===== config.mk =====
export PLATFORM = sky130hd
export DESIGN_NAME = gpio_capture_stream
export DESIGN_NICKNAME = d
export VERILOG_FILES = /design/src/rtl/gpio_cap_pkg.sv /design/src/rtl/gpio_capture_stream_fifo.sv /design/src/rtl/gpio_capture_stream.sv
export SDC_FILE = /design/constraint.sdc
export NUM_CORES = 1
export LEC_CHECK = 0
export BUFFER_PORTS_ARGS = -buffer_cell sky130_fd_sc_hd__clkbuf_2
export CAP_MARGIN = 10
export CORE_MARGIN = 2
export CORE_UTILIZATION = 40
export CTS_BUF_LIST = sky130_fd_sc_hd__clkbuf_4 sky130_fd_sc_hd__clkbuf_8
export CTS_CLUSTER_DIAMETER = 100
export DETAILED_ROUTE_END_ITERATION = 8
export PLACE_DENSITY_LB_ADDON = 0.25
export SLEW_MARGIN = 20
export SYNTH_ARGS = -nofsm -noshare
export SYNTH_HDL_FRONTEND = slang
export SYNTH_SLANG_ARGS = --single-unit

===== constraint.sdc =====
create_clock -name clk -period 2.7 [get_ports clk]
set_clock_uncertainty 0.15 [all_clocks]
set_input_delay 0.135 -clock clk [delete_from_list [all_inputs] [get_ports clk]]
set_output_delay 0.135 -clock clk [all_outputs]
set_load 0.01 [all_outputs]

===== src/rtl/gpio_cap_pkg.sv =====
// Shared types, default window/frame constants and the window-decode helper
// for the GPIO capture stream.
package gpio_cap_pkg;

  typedef logic [7:0]  byte_t;
  typedef logic [31:0] addr_t;

  localparam addr_t       DEF_WIN_BASE    = 32'd152100;
  localparam addr_t       DEF_WIN_LAST    = 32'd304199;
  localparam int unsigned DEF_FRAME_BYTES = 32'd152100;
  localparam int unsigned DEF_DEPTH       = 32'd16;

  // Inclusive unsigned window test.
  function automatic logic in_window(input addr_t addr, input addr_t base, input addr_t last);
    return (addr >= base) && (addr <= last);
  endfunction

endpackage


===== src/rtl/gpio_capture_stream_fifo.sv =====
// First-word-fall-through byte FIFO with a registered head byte that holds
// its last value once the FIFO runs empty.
module byte_fifo
  import gpio_cap_pkg::*;
#(
  parameter int unsigned DEPTH = 16
) (
  input  logic                       clk,
  input  logic                       rst,
  input  logic                       push,
  input  logic [7:0]                 din,
  input  logic                       pop,
  output logic [7:0]                 dout,
  output logic [$clog2(DEPTH+1)-1:0] level
);

  localparam int unsigned PTR_W = $clog2(DEPTH);
  localparam int unsigned LVL_W = $clog2(DEPTH+1);

  byte_t              mem_q [DEPTH];
  byte_t              mem_d [DEPTH];
  logic [PTR_W-1:0]   wr_ptr_q, wr_ptr_d;
  logic [PTR_W-1:0]   rd_ptr_q, rd_ptr_d;
  logic [PTR_W-1:0]   rd_nxt;
  logic [LVL_W-1:0]   level_q, level_d;
  byte_t              dout_q, dout_d;

  // Storage, pointer, occupancy and head-byte next-state.
  always_comb begin
    mem_d    = mem_q;
    wr_ptr_d = wr_ptr_q;
    rd_ptr_d = rd_ptr_q;
    level_d  = level_q;
    dout_d   = dout_q;
    rd_nxt   = rd_ptr_q + PTR_W'(1);

    if (push) begin
      mem_d[wr_ptr_q] = din;
      wr_ptr_d        = wr_ptr_q + PTR_W'(1);
    end else begin
      wr_ptr_d = wr_ptr_q;
    end

    if (pop) begin
      rd_ptr_d = rd_nxt;
    end else begin
      rd_ptr_d = rd_ptr_q;
    end

    case ({push, pop})
      2'b10:   level_d = level_q + LVL_W'(1);
      2'b01:   level_d = level_q - LVL_W'(1);
      default: level_d = level_q;
    endcase

    // Head after a pop comes from storage unless the FIFO held only the popped byte.
    if (pop) begin
      if (level_q > LVL_W'(1)) begin
        dout_d = mem_q[rd_nxt];
      end else if (push) begin
        dout_d = din;
      end else begin
        dout_d = dout_q;
      end
    end else if (push && (level_q == LVL_W'(0))) begin
      dout_d = din;
    end else begin
      dout_d = dout_q;
    end
  end

  // State registers.
  always_ff @(posedge clk) begin
    if (rst) begin
      mem_q    <= '{default: 8'h00};
      wr_ptr_q <= '0;
      rd_ptr_q <= '0;
      level_q  <= '0;
      dout_q   <= 8'h00;
    end else begin
      mem_q    <= mem_d;
      wr_ptr_q <= wr_ptr_d;
      rd_ptr_q <= rd_ptr_d;
      level_q  <= level_d;
      dout_q   <= dout_d;
    end
  end

  assign dout  = dout_q;
  assign level = level_q;

endmodule


===== src/rtl/gpio_capture_stream.sv =====
// Captures GPIO writes inside an address window into a byte stream with frame
// and overflow tracking. Define GPIO_CAP_SEQ_CHECK_EN to add the seq_err port.
module gpio_capture_stream
  import gpio_cap_pkg::*;
#(
  parameter addr_t       WIN_BASE    = DEF_WIN_BASE,
  parameter addr_t       WIN_LAST    = DEF_WIN_LAST,
  parameter int unsigned DEPTH       = DEF_DEPTH,
  parameter int unsigned FRAME_BYTES = DEF_FRAME_BYTES
) (
  input  logic                       clk,
  input  logic                       rst,
  input  logic [31:0]                GPIOaddr,
  input  logic [7:0]                 GPIO,
  input  logic                       GPIOEn,
  output logic [7:0]                 out_data,
  output logic                       out_valid,
  input  logic                       out_ready,
  output logic [$clog2(DEPTH+1)-1:0] level,
  output logic                       frame_done,
  output logic                       overflow
`ifdef GPIO_CAP_SEQ_CHECK_EN
  , output logic                     seq_err
`endif
);

  localparam int unsigned LVL_W = $clog2(DEPTH+1);

  logic             hit, push, pop;
  logic [31:0]      cnt_q, cnt_d, cnt_inc;
  logic             done_q, done_d;
  logic             ovf_q, ovf_d;

  assign out_valid = (level != LVL_W'(0));
  assign pop       = out_valid && out_ready;
  assign hit       = GPIOEn && in_window(GPIOaddr, WIN_BASE, WIN_LAST);
  // A full FIFO still accepts a byte when the head leaves in the same cycle.
  assign push      = hit && ((level < LVL_W'(DEPTH)) || pop);

  byte_fifo #(.DEPTH(DEPTH)) u_fifo (
    .clk   (clk),
    .rst   (rst),
    .push  (push),
    .din   (GPIO),
    .pop   (pop),
    .dout  (out_data),
    .level (level)
  );

  // Frame counter, frame pulse and sticky overflow next-state.
  always_comb begin
    cnt_d   = cnt_q;
    done_d  = 1'b0;
    ovf_d   = ovf_q;
    cnt_inc = cnt_q + 32'd1;

    if (push) begin
      if (cnt_inc == FRAME_BYTES) begin
        cnt_d  = 32'd0;
        done_d = 1'b1;
      end else begin
        cnt_d  = cnt_inc;
      end
    end else begin
      cnt_d = cnt_q;
    end

    if (hit && !push) begin
      ovf_d = 1'b1;
    end else begin
      ovf_d = ovf_q;
    end
  end

  // Frame/overflow registers.
  always_ff @(posedge clk) begin
    if (rst) begin
      cnt_q  <= 32'd0;
      done_q <= 1'b0;
      ovf_q  <= 1'b0;
    end else begin
      cnt_q  <= cnt_d;
      done_q <= done_d;
      ovf_q  <= ovf_d;
    end
  end

  assign frame_done = done_q;
  assign overflow   = ovf_q;

`ifdef GPIO_CAP_SEQ_CHECK_EN
  addr_t exp_q, exp_d;
  logic  seq_q, seq_d;

  // Expected next address follows each accepted byte, wrapping at the window end.
  always_comb begin
    exp_d = exp_q;
    seq_d = seq_q;
    if (push) begin
      seq_d = seq_q || (GPIOaddr != exp_q);
      exp_d = (GPIOaddr == WIN_LAST) ? WIN_BASE : (GPIOaddr + 32'd1);
    end else begin
      exp_d = exp_q;
      seq_d = seq_q;
    end
  end

  // Sequence-check registers.
  always_ff @(posedge clk) begin
    if (rst) begin
      exp_q <= WIN_BASE;
      seq_q <= 1'b0;
    end else begin
      exp_q <= exp_d;
      seq_q <= seq_d;
    end
  end

  assign seq_err = seq_q;
`endif

endmodule


==> results of run 1 <==
## critical path: cells and delay by family, from the launching register on
kind | cells | cell delay, ns
AO/OA/AOI/OAI | 1 | 0.52
AND/OR/NAND/NOR | 6 | 1.29
buffers and inverters | 1 | 0.19
flip-flops | 1 | 0.37
## logic make-up (layout without fill, tap and decap cells)
logic type | Yosys count | in the layout | synth area share
xor gates and xnor gates | 46 | 46 | 0.0445
muxes | 51 | 51 | 0.112
buffers and inverters | 94 | 178 | 0.0446
AOI/OAI and AO/OA | 195 | 195 | 0.126
and+or+nand+nor | 480 | 481 | 0.255
DFF | 183 | 183 | 0.404
adders and majority gates | 10 | 10 | 0.0138
## power by group through the flow
stage          logic [uW]  clock network [uW]  registers (uW)
6_report             1170                2000            2820
5_1_grt              1280                2150            2830
4_1_cts              1180                2040            2820
3_5_place_dp         1160                   0            2880
3_3_place_gp         1160                   0            2880
2_1_floorplan         732                   0            2910
## how the worst max path moves through the flow
stage	start	end	slack (ns)	cells past startpoint
6_report	cnt_q[18]	cnt_q[5]	0.1	8
5_1_grt	cnt_q[5]	cnt_q[5]	-0.05	9
4_1_cts	cnt_q[5]	cnt_q[2]	0.02	9
3_5_place_dp	GPIOaddr[5]	cnt_q[14]	-0.03	9
3_3_place_gp	GPIOaddr[5]	u_fifo.dout[2]	0.01	11
2_1_floorplan	GPIOaddr[5]	u_fifo.dout[5]	-0.01	11
## flip-flops by register name, indices dropped and copies added (netlist names)
signal and cells:
u_fifo.mem_q 128, cnt_q 32, u_fifo.dout 8, u_fifo.level 5, u_fifo.rd_ptr_q 4, u_fifo.wr_ptr_q 4, frame_done 1, overflow 1
## routing by layer
layer | wire, um | GRT usage | part of all wire | up-vias
met4 | 403 | 0.0542 | 0.016 | 0
met2 | 12200 | 0.357 | 0.49 | 224
met5 | 0 | 0 | 0 | -
met3 | 1250 | 0.0331 | 0.050 | 35
met1 | 10900 | 0.276 | 0.44 | 3726
li1 | - | - | - | 3845
## cells in the final DEF (no fill, tap or decap), types with 11 or more instances in the layout
cell	netlist	layout
a21oi_1	142	142
buf_4	4	61
mux4_2	40	40
clkbuf_2	0	58
nor3_1	13	11
nor2_1	56	55
xnor2_1	22	22
nand3_1	21	21
clkbuf_8	0	17
nand2_1	279	279
nand4_1	22	22
xor2_1	24	24
and3_1	30	30
dfxtp_1	183	181
## per-stage QoR
stage / TNS [ns] / hold slack [ns] / instance area (um2) / setup WS, ns
floorplan: -0.0140 / 0.213 / 9090 / -0.0140
global placement: 0 / 0.285 / 10000 / 0.0100
detailed placement: -0.165 / 0.291 / 10000 / -0.0279
CTS: 0 / 0.00814 / 10600 / 0.0213
global route: -0.150 / 0.0329 / 10600 / -0.0455
finish: 0 / 0.0413 / 10600 / 0.0985
## timing repair
action | 4_1_cts | 5_1_grt
hold endpoints to repair | 75 | 0
endpoints found under the setup margin | 6 | 16
hold buffers | 8 | 0
pin swaps | 0 | 4
setup buffers | 0 | 1
gates resized for setup | 3 | 10
gates cloned | 0 | 1
## layout make-up
type | count | area share
multi-input cells | 783 | 0.478
repair buffers | 138 | 0.0978
flip-flops and latches | 183 | 0.345
well taps | 285 | 0.0335
clock inverters | 15 | 0.0206
clock buffers | 17 | 0.0220
inverters | 8 | 0.00282
==> results by group, run 1 <==
Clock tree
  – H-tree depth: 4
  – Clock Latency Late Sink: 0.49 ns
  – CTS buffer count: 17
  – Clock transition at the registers of the reported paths: 0.12 ns
  – CTS Root Cell: clkbuf_8
  – Clk buf depth: 2
  – CTS tree: built
  – Clock Sinks: 183

Synth
  – Sequential share of the synthesized area: 0.404
  – Async SR Flop Fraction: 0
  – Top-area cell type share of the netlist area: 0.404
  – Yosys cell types: 62
  – Area leader, netlist: dfxtp_1
  – Top_reg_cell synth: dfxtp_1
  – Mapped Nets: around 1100
  – Top-count cell post-synth: nand2_1
  – Syn_area_per_cell: 8.56 um2
  – Commonest cells post-synth: 279 x nand2_1, 183 x dfxtp_1, 142 x a21oi_1
  – Post-synth EDFFs: 0
  – Register bit total from synthesis: 183
  – Top area cells in the synthesized netlist: dfxtp_1 40%, nand2_1 12%, mux4_2 9.9%, a21oi_1 7.8%, clkbuf_1 2.4%
  – YS warnings: 0
  – Cell Area, Synth: 9060 um2
  – Synth Instances: between 1000 and 1500

Hold path
  – Hold Path End: u_fifo.mem_q[123]
  – Hold/Removal Path Class: in2reg
  – Worst Hold Depth: 3
  – Hold wc startpoint: GPIO[3]

Setup path
  – Worst reg2reg path startpoint: cnt_q[18]
  – CP Capture Type: flop
  – Critical path's largest stage delay: 0.52 ns
  – FF-to-FF path depth: 8
  – CP most frequent cell: and3_1
  – Worst Setup Start Kind: flop
  – Worst EP required: a little under 3 ns
  – Slowest CP cell: a2111oi_4
  – Crit path DAT: 2.83 ns
  – Crit-path cells: nand4_1, buf_4, nor4_4, and3_1, nand3_1, a2111oi_4, nand4_2, and3_1
  – R2r endpoint: cnt_q[5]
  – Crit path kind: reg2reg
  – Critical-path maximum fanout: 4
  – R2R setup slack: 0.1 ns

Pwr
  – Sw power: 1950 uW
  – VDD IR max: 0.282 mV
  – Power, Total: 5990 uW
  – Cell internal pwr: 4040 uW
  – Comb power frac: 0.195
  – Sequential power share: 0.471
  – Leakage: 0.00374 uW
  – PwrDens: ~560 nW/um2
  – Clock network fraction of total power: 0.333
  – Sw Share: 0.326

Drt
  – Pre-Repair DR Iteration Count: 5
  – Drt via density: 5.48
  – DRT iter0 DRCs: 529
  – Routed len/inst: between 15 and 20 um
  – Routed wire length: 24.8 mm
  – DRC violations left: 0
  – Antenna-violating nets left: 0
  – Via count: 7830

Status
  – Status: complete, no violations

Global route
  – GRT overflow: 0
  – Largest net degree at the start of global routing: 78
  – Vias in the first global route: 7334
  – Gr usage total: 0.209
  – Number of antenna violations at the first check in global routing: 0
  – First-pass GRT wire length: 39.5 mm

Finish
  – Register area: 3670 um2
  – Ant. Diodes: 0
  – Final Util: 0.474
  – Layout area overhead: 17.3%
  – Fin cells: 1429
  – Multi-input gate area in the final layout: roughly 5000 um2
  – Layout cells sized above 1: 0.209
  – Fillers: 2162
  – Nets@finish: 1185

Floorplanning
  – Die outline height: roughly 150 um
  – Initial core utilization: 0.404
  – Top Ports: 60
  – Core Rows: 55
  – DIE AREA: 23900 um2
  – Core ar.: 22400 um2
  – Die width: 155 um

Place
  – Routability congestion estimate: 0.824
  – Post-DP HPWL: 16.6 mm
  – PortBufs: 59
  – DP Cell Count: between 1000 and 1500

STA
  – Setup-failing EPs final: 0
  – Hold Fails Final Rpt: 0
  – Tmin final: 2.60 ns
  – Period utilisation layout: 0.964
  – Fmax achieved: 0.384 GHz
  – Slew @ Worst Pin: 0.668 ns
  – Slew Limit Fails: 0
  – Slew headroom: 0.553

Job
  – Max Cap Viol: 0
No activity file was read; power rests on OpenSTA's default activity.
==> inputs of run 2 (changes only) <==
CELL_PAD_IN_SITES_DETAIL_PLACEMENT = 0   (was default)
CELL_PAD_IN_SITES_GLOBAL_PLACEMENT = 1   (was default)
CTS_BUF_LIST = sky130_fd_sc_hd__clkbuf_8   (was sky130_fd_sc_hd__clkbuf_4 sky130_fd_sc_hd__clkbuf_8)
==> results by group, run 2 (synthesis gave the netlist of run 1 again) <==
Finish
  – Largest Register: u_fifo.mem_q
  – Max reg flops: 128
  – Nets@finish: 1194
  – Final Util: 0.475
  – Layout cells sized above 1: 0.221
  – Most frequent cells in the layout: 279 x nand2_1, 180 x dfxtp_1, 142 x a21oi_1
  – Leading cell type in the layout, fill and taps excluded: nand2_1
  – Ant. Diodes: 0
  – Layout area overhead: 17.5%

Setup path
  – CP bufs+invs: 2
  – Critical-path maximum fanout: 6
  – Worst EP required: 2.94 ns
  – Crit path kind: reg2reg
  – Crit path DAT: 2.83 ns
  – CP Capture Type: flop
  – Critical path's largest stage delay: between 0.3 and 0.4 ns
  – Worst reg2reg path startpoint: cnt_q[5]
  – Worst setup path startpoint: cnt_q[5]
  – Slowest CP cell: a2111oi_2
  – Crit-path cells: buf_4, and4_1, a311oi_1, a41o_1, nand4_1, a2111oi_2, buf_4, nand4_1, and3_1
  – Crit path max-delay family: simple AND/OR/NAND/NOR gates
  – Worst Setup Start Kind: flop

Clock tree
  – Clock Latency Late Sink: 0.49 ns
  – H-tree depth: 4
  – Clock transition at the registers of the reported paths: 0.12 ns
  – CTS Root Cell: clkbuf_8
  – CTS tree: built
  – Clk buf depth: 2
  – CTS buffer count: 17
  – Clock Sinks: approximately 180

STA
  – Period utilisation layout: 0.961
  – Slew @ Worst Pin: around 0.66 ns
  – Setup-failing EPs final: 0
  – Tmin final: 2.59 ns
  – Fmax achieved: just under 0.4 GHz
  – Slew Limit Fails: 0
  – Hold Fails Final Rpt: 0
  – Slew headroom: 0.555
  – TNS Setup: 0 ns

Global route
  – Largest net degree at the start of global routing: 64
  – First-pass GRT wire length: between 40 and 50 mm
  – GRT overflow: 0
  – Number of antenna violations at the first check in global routing: 0
  – Vias in the first global route: 7607
  – Gr usage total: 0.224

Pwr
  – VDD IR max: 0.330 mV
  – PwrDens: 553 nW/um2
  – Leakage: ~0.0038 uW

Floorplanning
  – Top Ports: 60
  – Core ar.: 22400 um2
  – Die outline height: 155 um
  – DIE AREA: 23900 um2
  – Core Rows: 55
  – Die width: 155 um
  – Initial core utilization: 0.404

Job
  – Max Cap Viol: 0

Hold path
  – Hold wc startpoint: GPIO[1]
  – Hold/Removal Path Class: in2reg

Drt
  – Routed wire length: 25.9 mm
  – DRT iter0 DRCs: 512
  – Drt via density: 5.45
  – Routed len/inst: about 18 um
  – Via count: 7832
  – Antenna-violating nets left: 0
  – Pre-Repair DR Iteration Count: 7
  – DRC violations left: 0

Place
  – PortBufs: 59
  – Post-DP HPWL: 17.6 mm
  – Routability congestion estimate: 0.827

Status
  – Status: complete, no violations
==> run 2: cell count changes in the layout (fill, tap and decap cells not counted), moves of 2 or more <==
cell / previous run / this run
ha_2: 0 / 2
clkinv_4: 0 / 3
clkinv_8: 9 / 6
dlygate4sd3_1: 8 / 4
buf_4: 61 / 74
inv_12: 2 / 0
==> run 2: metrics by stage <==
step | instance area, um2 | hold slack, ns | setup WS [ns] | power, uW | cells
finish | 10600 | 0.0232 | 0.106 | 5890 | 1438
global route | 10600 | 0.0177 | -0.0536 | 6160 | 1438
CTS | 10600 | 0.00243 | 0.0555 | 5950 | 1436
detailed placement | 10100 | 0.293 | -0.0301 | 4050 | 1400
global placement | 10100 | 0.285 | 0.0484 | 4050 | 1400
floorplan | 9090 | 0.213 | -0.0140 | 3640 | 1059
==> run 2: routing by layer <==
layer | global-route usage | part of all wire | wire, um
met1 | 0.296 | 0.45 | 11700
met2 | 0.376 | 0.48 | 12500
met3 | 0.0381 | 0.043 | 1130
met4 | 0.0719 | 0.025 | 650
met5 | 0 | 0 | 0
==> run 2: worst paths after layout <==
path	slack, ns	cells past startpoint	to
max	0.11	9	cnt_q[14]
min	0.02	3	u_fifo.mem_q[105]
max reg2reg	0.11	9	cnt_q[14]
min reg2reg	0.31	2	u_fifo.mem_q[13]
==> run 2: layout make-up <==
| cell class | instances | area (um2) |
|---|---|---|
| clock buffer | 17 | 234 |
| clock inverter | 15 | 183 |
| fill | 2225 | 11800 |
| inverter | 8 | 30.0 |
| multi-input combinational | 783 | 5080 |
| sequential | 183 | 3670 |
| tap | 285 | 357 |
| timing repair buffer | 147 | 1100 |
==> run 2: what timing repair did <==
item | in CTS | in global routing
hold buffers | 4 | 0
gates resized for setup | 0 | 16
buffers inserted | 0 | 1
endpoints found under the setup margin | 0 | 10
hold endpoints to repair | 55 | 0
==> run 2: power by group <==
| part | total [uW] | internal [uW] | leakage, uW | switching (uW) |
|---|---|---|---|---|
| Combinational | 1160 | 496 | 0.00211 | 666 |
| Sequential | 2820 | 2770 | 0.00148 | 51.1 |
| Clock | 1900 | 709 | 0.000203 | 1190 |
| Total | 5890 | 3970 | 0.00379 | 1910 |
==> run 2: worst min-delay path: stages <==
cell	delay, ns
clkbuf_2	0.30
nand2_1	0.13
a21oi_1	0.05
==> inputs of run 3 (changes only) <==
--- a/config.mk
+++ b/config.mk
@@ -12,3 +12,3 @@
 export CORE_MARGIN = 2
-export CORE_UTILIZATION = 40
+export CORE_UTILIZATION = 25
 export CTS_BUF_LIST = sky130_fd_sc_hd__clkbuf_8
==> constraint.sdc (replaced) <==
create_clock -name clk -period 2.7 [get_ports clk]
set_clock_uncertainty 0.15 [all_clocks]
set_input_delay 0.54 -clock clk [delete_from_list [all_inputs] [get_ports clk]]
set_output_delay 0.54 -clock clk [all_outputs]
set_load 0.01 [all_outputs]
==> results by group, run 3 (synthesis gave the netlist of run 1 again) <==
Status
  – Failing checks: DRC
  – Status: finished with violations

Global route
  – First-pass GRT wire length: 45.3 mm
  – Gr usage total: 0.155
  – Largest net degree at the start of global routing: 124
  – GRT overflow: 0
  – Number of antenna violations at the first check in global routing: 0
  – Vias in the first global route: about 8000

Clock tree
  – CTS tree: built
  – Clk buf depth: 2
  – CTS Root Cell: clkbuf_8
  – Cts hold-fix bufs: 0
  – Clock transition at the registers of the reported paths: around 0.1 ns
  – CTS buffer count: 17
  – Clock Sinks: 183
  – H-tree depth: 4
  – Clock Latency Late Sink: between 0.4 and 0.5 ns

Setup path
  – Crit path max-delay family: multiplexers
  – CP Capture Type: flop
  – Worst EP required: roughly 2.9 ns
  – Crit-path cells: ha_4, buf_12, buf_12, mux4_2, mux4_2, mux2i_1, a211oi_1
  – Critical path's largest stage delay: 0.49 ns
  – Crit path kind: reg2reg
  – FF-to-FF path depth: 7
  – CP bufs+invs: 2
  – Worst reg2reg path startpoint: u_fifo.rd_ptr_q[0]
  – R2R setup slack: 0.08 ns
  – Worst Setup Start Kind: flop
  – Crit path DAT: 2.81 ns
  – R2r endpoint: u_fifo.dout[2]
  – Worst setup path startpoint: u_fifo.rd_ptr_q[0]
  – Critical-path maximum fanout: 7
  – Slowest CP cell: mux4_2

Finish
  – Register area: approximately 3700 um2
  – Largest Register: u_fifo.mem_q
  – Layout area overhead: 23.2%
  – Final Util: 0.313
  – Leading cell type in the layout, fill and taps excluded: nand2_1
  – Layout cells sized above 1: 0.239
  – Fillers: 3745
  – Most frequent cells in the layout: 279 x nand2_1, 181 x dfxtp_1, 141 x a21oi_1
  – Max reg flops: ~130
  – Post-Layout Inst Area: roughly 11000 um2
  – Ant. Diodes: 0
  – Multi-input gate area in the final layout: ~5100 um2
  – Nets@finish: 1220

Floorplanning
  – Die width: approximately 190 um
  – DIE AREA: 37800 um2
  – Top Ports: 60
  – Core ar.: 35700 um2
  – Core Rows: 69
  – Initial core utilization: 0.254
  – Die outline height: between 150 and 200 um

Hold path
  – Hold/Removal Path Class: in2reg
  – Worst Hold Depth: 2
  – Hold Path End: cnt_q[18]
  – Hold wc startpoint: rst

STA
  – TNS Setup: 0 ns
  – Setup-failing EPs final: 0
  – Period utilisation layout: 0.969
  – Fmax achieved: approximately 0.38 GHz
  – Post-route setup slack: 0.0824 ns
  – Slew @ Worst Pin: 0.668 ns
  – Slew headroom: 0.553
  – Tmin final: 2.62 ns
  – Slew Limit Fails: 0
  – Hold Fails Final Rpt: 0
  – Hold Slack: 0.200 ns

Pwr
  – Comb power frac: 0.223
  – Sw Share: 0.312
  – VDD IR max: between 0.2 and 0.3 mV
  – Leakage: 0.00390 uW
  – PwrDens: roughly 540 nW/um2
  – Sw power: 1880 uW
  – Sequential power share: 0.470
  – Cell internal pwr: 4150 uW
  – Clock network fraction of total power: 0.307

Drt
  – Via count: about 7800
  – Antenna-violating nets left: 0
  – Routed wire length: 28.9 mm
  – Drt via density: roughly 4.8
  – DRC violations left: 10
  – DRT iter0 DRCs: 429
  – Routed len/inst: 17.6 um
  – Pre-Repair DR Iteration Count: 8

Place
  – PortBufs: 59
  – Placed Area: ~11000 um2
  – Placement Setup Slack: -0.352 ns
  – Routability congestion estimate: 0.779
  – Post-DP HPWL: 19.5 mm

Job
  – Max Cap Viol: 0
[run 3: through the flow]
step | power (uW) | cells
6_report | 6030 | 1638
5_1_grt | 6340 | 1638
4_1_cts | 6050 | 1633
3_5_place_dp | 4190 | 1602
3_3_place_gp | 4200 | 1602
2_1_floorplan | 3650 | 1059
[run 3: power by group through the flow]
stage                     combinational, uW  clock, uW  sequential (uW)
final                                  1340       1850             2830
after global routing                   1480       2020             2840
after CTS                              1300       1920             2830
after detailed placement               1300          0             2890
after global placement                 1310          0             2890
after floorplan                         745          0             2910
[run 3: worst max path at each step]
stage                     end  depth (start not counted)
3_3_place_gp   u_fifo.dout[0]                         11
5_1_grt        u_fifo.dout[4]                          7
6_report       u_fifo.dout[2]                          7
2_1_floorplan  u_fifo.dout[5]                         11
3_5_place_dp   u_fifo.dout[1]                         11
4_1_cts              cnt_q[5]                          8
[run 3: final cells by class]
type,instances,share of cell area
inverters,8,0.00269
clock buffers,18,0.0222
clock inverters,12,0.0109
repair buffers,173,0.125
multi-input cells,783,0.459
well taps,461,0.0517
flip-flops and latches,183,0.328
[run 3: worst register-to-register path: stages, from the launching register on]
cell	delay, ns
dfxtp_1	0.35
ha_4	0.35
buf_12	0.17
buf_12	0.14
mux4_2	0.49
mux4_2	0.45
mux2i_1	0.27
a211oi_1	0.12
[run 3: what timing repair did]
item	CTS	global route
gates cloned	1	1
gates resized for setup	6	10
pin swaps	2	6
setup endpoints to repair	9	16
buffers inserted	0	4
[run 3: per-layer routing]
metal / share of wire / global-route usage / vias up
met1: 0.48 / 0.215 / 3748
met4: 0.013 / 0.0385 / 0
li1: - / - / 3900
met2: 0.46 / 0.250 / 155
met5: 0 / 0 / -
met3: 0.045 / 0.0269 / 20
